`src/rtl/wr_back_buf.sv`:
```
`default_nettype none
// ---------------------------------------------------------------------------
// wr_back_buf : packs a DVP fval/lval/pixel stream into readback-FIFO words
// Rev 1.0
// ---------------------------------------------------------------------------
module wr_back_buf #(
  parameter int DATA_WIDTH = 8,
  parameter int GAP_WORDS  = 2
) (
  input  logic                  clk,
  input  logic                  reset_n,
  input  logic                  i_fval,
  input  logic                  i_lval,
  input  logic [DATA_WIDTH-1:0] iv_pix_data,
  input  logic                  i_full,
  output logic                  o_wr,
  output logic [DATA_WIDTH:0]   ov_wr_data,
  output logic                  o_overflow,
  output logic [15:0]           ov_frame_cnt,
  output logic [15:0]           ov_drop_cnt
);

  typedef enum logic [2:0] {
    S_IDLE   = 3'd0,
    S_ACTIVE = 3'd1,
    S_DROP   = 3'd2,
    S_GAP    = 3'd3,
    S_SKIP   = 3'd4
  } state_t;

  localparam logic [3:0] c_gap_last = 4'(GAP_WORDS - 1);

  state_t              state_q, state_d;
  logic                fval_dly_q, fval_dly_d;
  logic                armed_q, armed_d;
  logic                wr_req_q, wr_req_d;
  logic [DATA_WIDTH:0] wr_data_q, wr_data_d;
  logic [15:0]         frame_cnt_q, frame_cnt_d;
  logic [15:0]         drop_cnt_q, drop_cnt_d;
  logic                skip_q, skip_d;
  logic                trunc_q, trunc_d;
  logic                pix_wr_q, pix_wr_d;
  logic [3:0]          gap_cnt_q, gap_cnt_d;

  logic w_rise, w_fall, w_pix, w_accept, w_lost, w_skip_next;

  // armed_q blocks a frame already in progress when reset is released
  assign w_rise   = i_fval & ~fval_dly_q & armed_q;
  assign w_fall   = ~i_fval & fval_dly_q;
  assign w_pix    = i_fval & i_lval;
  assign w_accept = wr_req_q & ~i_full;
  assign w_lost   = (state_q == S_ACTIVE) & wr_req_q & i_full;

  assign o_wr         = wr_req_q & ~i_full;
  assign ov_wr_data   = wr_data_q;
  assign o_overflow   = w_lost;
  assign ov_frame_cnt = frame_cnt_q;
  assign ov_drop_cnt  = drop_cnt_q;

  always_comb begin
    state_d     = state_q;
    fval_dly_d  = i_fval;
    armed_d     = armed_q | ~i_fval;
    wr_req_d    = 1'b0;
    wr_data_d   = wr_data_q;
    frame_cnt_d = frame_cnt_q;
    drop_cnt_d  = drop_cnt_q;
    skip_d      = skip_q;
    trunc_d     = trunc_q;
    pix_wr_d    = pix_wr_q;
    gap_cnt_d   = gap_cnt_q;
    w_skip_next = skip_q | w_rise;

    case (state_q)
      S_IDLE: begin
        if (w_rise) begin
          state_d  = S_ACTIVE;
          trunc_d  = 1'b0;
          pix_wr_d = 1'b0;
          if (i_lval) begin
            wr_req_d  = 1'b1;
            wr_data_d = {1'b1, iv_pix_data};
          end
        end
      end

      S_ACTIVE: begin
        if (w_accept) pix_wr_d = 1'b1;
        if (w_lost) begin
          drop_cnt_d = drop_cnt_q + 16'd1;
          trunc_d    = 1'b1;
          if (w_fall) begin
            if (pix_wr_q) begin
              state_d   = S_GAP;
              wr_req_d  = 1'b1;
              wr_data_d = '0;
              gap_cnt_d = 4'd0;
            end else begin
              state_d = S_IDLE;
            end
          end else begin
            state_d = S_DROP;
          end
        end else if (w_fall) begin
          state_d   = S_GAP;
          wr_req_d  = 1'b1;
          wr_data_d = '0;
          gap_cnt_d = 4'd0;
        end else if (w_pix) begin
          wr_req_d  = 1'b1;
          wr_data_d = {1'b1, iv_pix_data};
        end
      end

      S_DROP: begin
        if (!i_fval) begin
          if (pix_wr_q) begin
            state_d   = S_GAP;
            wr_req_d  = 1'b1;
            wr_data_d = '0;
            gap_cnt_d = 4'd0;
          end else begin
            state_d = S_IDLE;
          end
        end
      end

      S_GAP: begin
        // A frame starting during the gap is counted once and skipped whole
        if (w_rise && !skip_q) begin
          skip_d     = 1'b1;
          drop_cnt_d = drop_cnt_q + 16'd1;
        end
        if (w_accept) begin
          if (gap_cnt_q == c_gap_last) begin
            if (!trunc_q) frame_cnt_d = frame_cnt_q + 16'd1;
            skip_d  = 1'b0;
            state_d = w_skip_next ? S_SKIP : S_IDLE;
          end else begin
            gap_cnt_d = gap_cnt_q + 4'd1;
            wr_req_d  = 1'b1;
          end
        end else begin
          wr_req_d = 1'b1;
        end
      end

      S_SKIP: begin
        if (!i_fval) state_d = S_IDLE;
      end

      default: state_d = S_IDLE;
    endcase
  end

  always_ff @(posedge clk or negedge reset_n) begin
    if (!reset_n) begin
      state_q     <= S_IDLE;
      fval_dly_q  <= 1'b0;
      armed_q     <= 1'b0;
      wr_req_q    <= 1'b0;
      wr_data_q   <= '0;
      frame_cnt_q <= 16'd0;
      drop_cnt_q  <= 16'd0;
      skip_q      <= 1'b0;
      trunc_q     <= 1'b0;
      pix_wr_q    <= 1'b0;
      gap_cnt_q   <= 4'd0;
    end else begin
      state_q     <= state_d;
      fval_dly_q  <= fval_dly_d;
      armed_q     <= armed_d;
      wr_req_q    <= wr_req_d;
      wr_data_q   <= wr_data_d;
      frame_cnt_q <= frame_cnt_d;
      drop_cnt_q  <= drop_cnt_d;
      skip_q      <= skip_d;
      trunc_q     <= trunc_d;
      pix_wr_q    <= pix_wr_d;
      gap_cnt_q   <= gap_cnt_d;
    end
  end

endmodule
`default_nettype wire

```
`config.mk`:
```
export PLATFORM = sky130hd
export DESIGN_NAME = wr_back_buf
export DESIGN_NICKNAME = d
export VERILOG_FILES = /design/src/rtl/wr_back_buf.sv
export SDC_FILE = /design/constraint.sdc
export NUM_CORES = 1
export LEC_CHECK = 0
export CORE_MARGIN = 10
export CORE_UTILIZATION = 51
export DETAILED_ROUTE_END_ITERATION = 8
export PLACE_DENSITY = 0.79
export REMOVE_ABC_BUFFERS = 1
export SLEW_MARGIN = 10
export SYNTH_ARGS = -nofsm -noshare
export SYNTH_HDL_FRONTEND = slang
export SYNTH_SLANG_ARGS = --single-unit
```
`constraint.sdc`:
```
create_clock -name clk -period 2.4 [get_ports clk]
set_input_delay 0.36 -clock clk [delete_from_list [all_inputs] [get_ports clk]]
set_output_delay 0.36 -clock clk [all_outputs]
set_load 0.02 [all_outputs]
```
==> flow_summary.json, run 1 <==
{
  "wl_per_cell_um": 15.8,
  "clk_pin_slew_worst_paths_ns": 0.10,
  "synth_edf_count": 0,
  "dp_hpwl_um": 4320,
  "maxSlewHeadroom_pct": 56.4,
  "finalPower_mw": 3.15,
  "synth_area_leaders": "dfrtp_1 (49%), xnor2_1 (5.4%), xor2_1 (4.5%), a32o_1 (2.9%), nand2_1 (2.3%)",
  "crit_arrival_ns": 1.85,
  "regToRegSetupSlack_ns": 0.34,
  "grt_pass1_wl_um": 9840,
  "place_ws_ns": 0.125,
  "ant_nets": 0,
  "grt-ovfl-total": 0,
  "initial_core_util_pct": 53.2,
  "coreArea_um2": 5170,
  "vias": 2135,
  "clockBufferDepth": 2,
  "num_rows": 26,
  "drive_gt1_share_pct": 9.90,
  "clock_sinks": 54,
  "tritoncts": "done",
  "clk_latency_ns": 0.31,
  "ios": 56,
  "dpl-instance-area_um2": 3360,
  "numCtsBuffers": 5,
  "end_kind": "primary output",
  "finalWorstSetupSlack_ns": 0.188,
  "period_share_pct": 92.2,
  "grt_use_total_pct": 13.4,
  "gp_congestion": 0.902,
  "cpMaxStageDelayCell": "clkdlybuf4s50_1",
  "crit_required_ns": 2.04,
  "slew_viol_final": 0,
  "portBuffers": 55,
  "drt_first_pass_iters": 4,
  "cp_top_family": "buffers and inverters",
  "crit_path_max_fanout": 5,
  "cts_resized": 0,
  "final_area_um2": 3450,
  "setup_viol": 0,
  "power_leakage_nw": 1.53,
  "start_kind": "flop",
  "grt_max_degree": 55,
  "hold_viol": 0,
  "htree_levels": 2,
  "syn_inst": 245,
  "antenna_found_initial": 0,
  "wirelength_um": 5890,
  "crit_chain": "or3b_4, nor2_1, clkdlybuf4s50_1",
  "synth.distinct_cells": 52,
  "die_h_um": 93.5,
  "postCtsHoldBufs": 0,
  "synth-main-ff-cell": "dfrtp_1",
  "outcome": "completed",
  "antenna_cells": 0,
  "layout-area-overhead-vs-synth_pct": 25.4,
  "crit_type": "reg -> out",
  "synth_top_area_share_pct": 49.1,
  "viasPerCell": 5.72,
  "hold_path.class": "in -> async",
  "finalCriticalPeriod_ns": 2.21,
  "tns_ns": 0,
  "fin_skew_ns": 0.00904,
  "synth-seq-cells": 54,
  "rsz0062_at_grt": "false",
  "cts_root_buffer": "clkbuf_8",
  "ir_worst_vdd_v": 0.000612,
  "worst_pin_slew_ns": 0.654,
  "fmaxAchievable_mhz": 452,
  "drt_iter0_markers": 102,
  "ys_warn_count": 0,
  "synth_area_um2": 2750,
  "final_nets": 319,
  "cp_num_buf_inv": 1,
  "synth_area_per_cell_um2": 11.2,
  "drcViolationCount": 0,
  "ys_async_sr_fraction_pct": 100,
  "cts_setup_buffers": 0,
  "drv_cap": 0,
  "fp.dieArea_um2": 8740,
  "grt_pass1_vias": 2134,
  "ys_seq_area_share_pct": 49.1,
  "slowest_delay_ns": 0.61,
  "power_density_nw_per_um2": 912,
  "die_w_um": 93.5,
  "yosysTopAreaCell": "dfrtp_1"
}
## state kept, by name, indices dropped and copies added (netlist names)
| signal | flops |
|---|---|
| gap_cnt_q | 4 |
| skip_q | 1 |
| ov_wr_data | 9 |
| state_q | 3 |
| pix_wr_q | 1 |
| ov_frame_cnt | 16 |
| ov_drop_cnt | 16 |
| armed_q | 1 |
| fval_dly_q | 1 |
| trunc_q | 1 |
| wr_req_q | 1 |
## layout by cell type (no fill, tap or decap), types with 3 or more instances in the layout
cell / n
clkdlybuf4s50_1: 54
and3_1: 4
nor4_1: 4
a32o_1: 8
a21oi_1: 8
nand3_1: 12
nand2_1: 17
buf_4: 7
and2_1: 5
and4_1: 3
inv_1: 3
nor4_4: 3
ha_1: 4
nor2_1: 9
o21ai_0: 5
nor2b_1: 3
nand2b_1: 7
nor4b_1: 3
clkbuf_8: 5
xnor2_1: 17
xor2_1: 14
nor3_1: 5
nand4_1: 9
dfrtp_1: 54
## cell type report
| type | count | area [µm²] |
|---|---|---|
| multi-input combinational | 176 | 1310 |
| inverter | 3 | 11.3 |
| tap | 70 | 87.6 |
| timing repair buffer | 62 | 598 |
| fill | 405 | 1720 |
| sequential | 54 | 1350 |
| clock buffer | 5 | 68.8 |
| clock inverter | 3 | 21.3 |
## path summary, 6_finish.rpt
path	from	endpoint	cells past startpoint
max	state_q[1]$_DFFE_PN0P_	o_overflow	3
min	reset_n	ov_frame_cnt[1]$_DFFE_PN0P_	2
max reg2reg	gap_cnt_q[1]$_DFFE_PN0P_	ov_frame_cnt[15]$_DFFE_PN0P_	6
min reg2reg	ov_drop_cnt[15]$_DFFE_PN0P_	ov_drop_cnt[15]$_DFFE_PN0P_	1
max in group asynchronous	reset_n	ov_drop_cnt[10]$_DFFE_PN0P_	2
min in group clk	ov_drop_cnt[15]$_DFFE_PN0P_	ov_drop_cnt[15]$_DFFE_PN0P_	1
## cell families (layout without fill, tap and decap cells)
group	after synthesis	after routing	synth area share, %
buffers and inverters	15	73	3.18
xor gates and xnor gates	31	31	9.86
DFF	54	54	49.1
and+or+nand+nor	98	98	23.2
muxes	2	2	0.818
AOI/OAI and AO/OA	41	41	12.0
adders and majority gates	4	4	1.82
## synth_stat cells, types with 3 or more instances
master     n
nand2b_1   7
nor2b_1    3
a32o_1     8
dfrtp_1   54
a21oi_1    8
nor4_1     4
nor4b_1    3
and3_1     4
and4_1     3
nand4_1    9
nor4_4     3
buf_2      7
xor2_1    14
buf_6      3
o21ai_0    5
xnor2_1   17
nand3_1   12
inv_1      3
nor2_1     9
nor3_1     5
and2_1     5
ha_1       4
nand2_1   17
## report_power, final
group | switching (mW) | internal [mW] | leakage [nW]
combinational | 0.753 | 0.643 | 0.775
clock | 0.299 | 0.206 | 0.0441
sequential | 0.160 | 1.09 | 0.709
total | 1.21 | 1.94 | 1.53
## routing by layer
metal	global-route usage [%]	part of all wire (%)	vias to the layer above
met4	3.21	0.25	0
met3	5.28	8.5	2
met2	22.2	48	65
met5	0	0	-
met1	16.0	43	1049
li1	-	-	1019
## through the flow
step | utilization (%) | hold WS, ns | instances
finish | 66.7 | 0.153 | 373
global route | 66.7 | 0.205 | 373
CTS | 66.7 | 0.186 | 373
detailed placement | 65.0 | 0.462 | 365
global placement | 65.0 | 0.456 | 365
floorplan | - | 0.0644 | 233
(Power assumes the default switching activity.)
==> run 2: changes to the inputs <==
--- a/config.mk
+++ b/config.mk
@@ -8,9 +8,11 @@
 export CORE_MARGIN = 10
 export CORE_UTILIZATION = 51
 export DETAILED_ROUTE_END_ITERATION = 8
+export GPL_ROUTABILITY_DRIVEN = 0
 export PLACE_DENSITY = 0.79
 export REMOVE_ABC_BUFFERS = 1
-export SLEW_MARGIN = 10
+export SLEW_MARGIN = 30
 export SYNTH_ARGS = -nofsm -noshare
 export SYNTH_HDL_FRONTEND = slang
 export SYNTH_SLANG_ARGS = --single-unit
+export TNS_END_PERCENT = 5
==> results of run 2 <==
No change in the layout: final DEF, timing and power equal those of run 1.
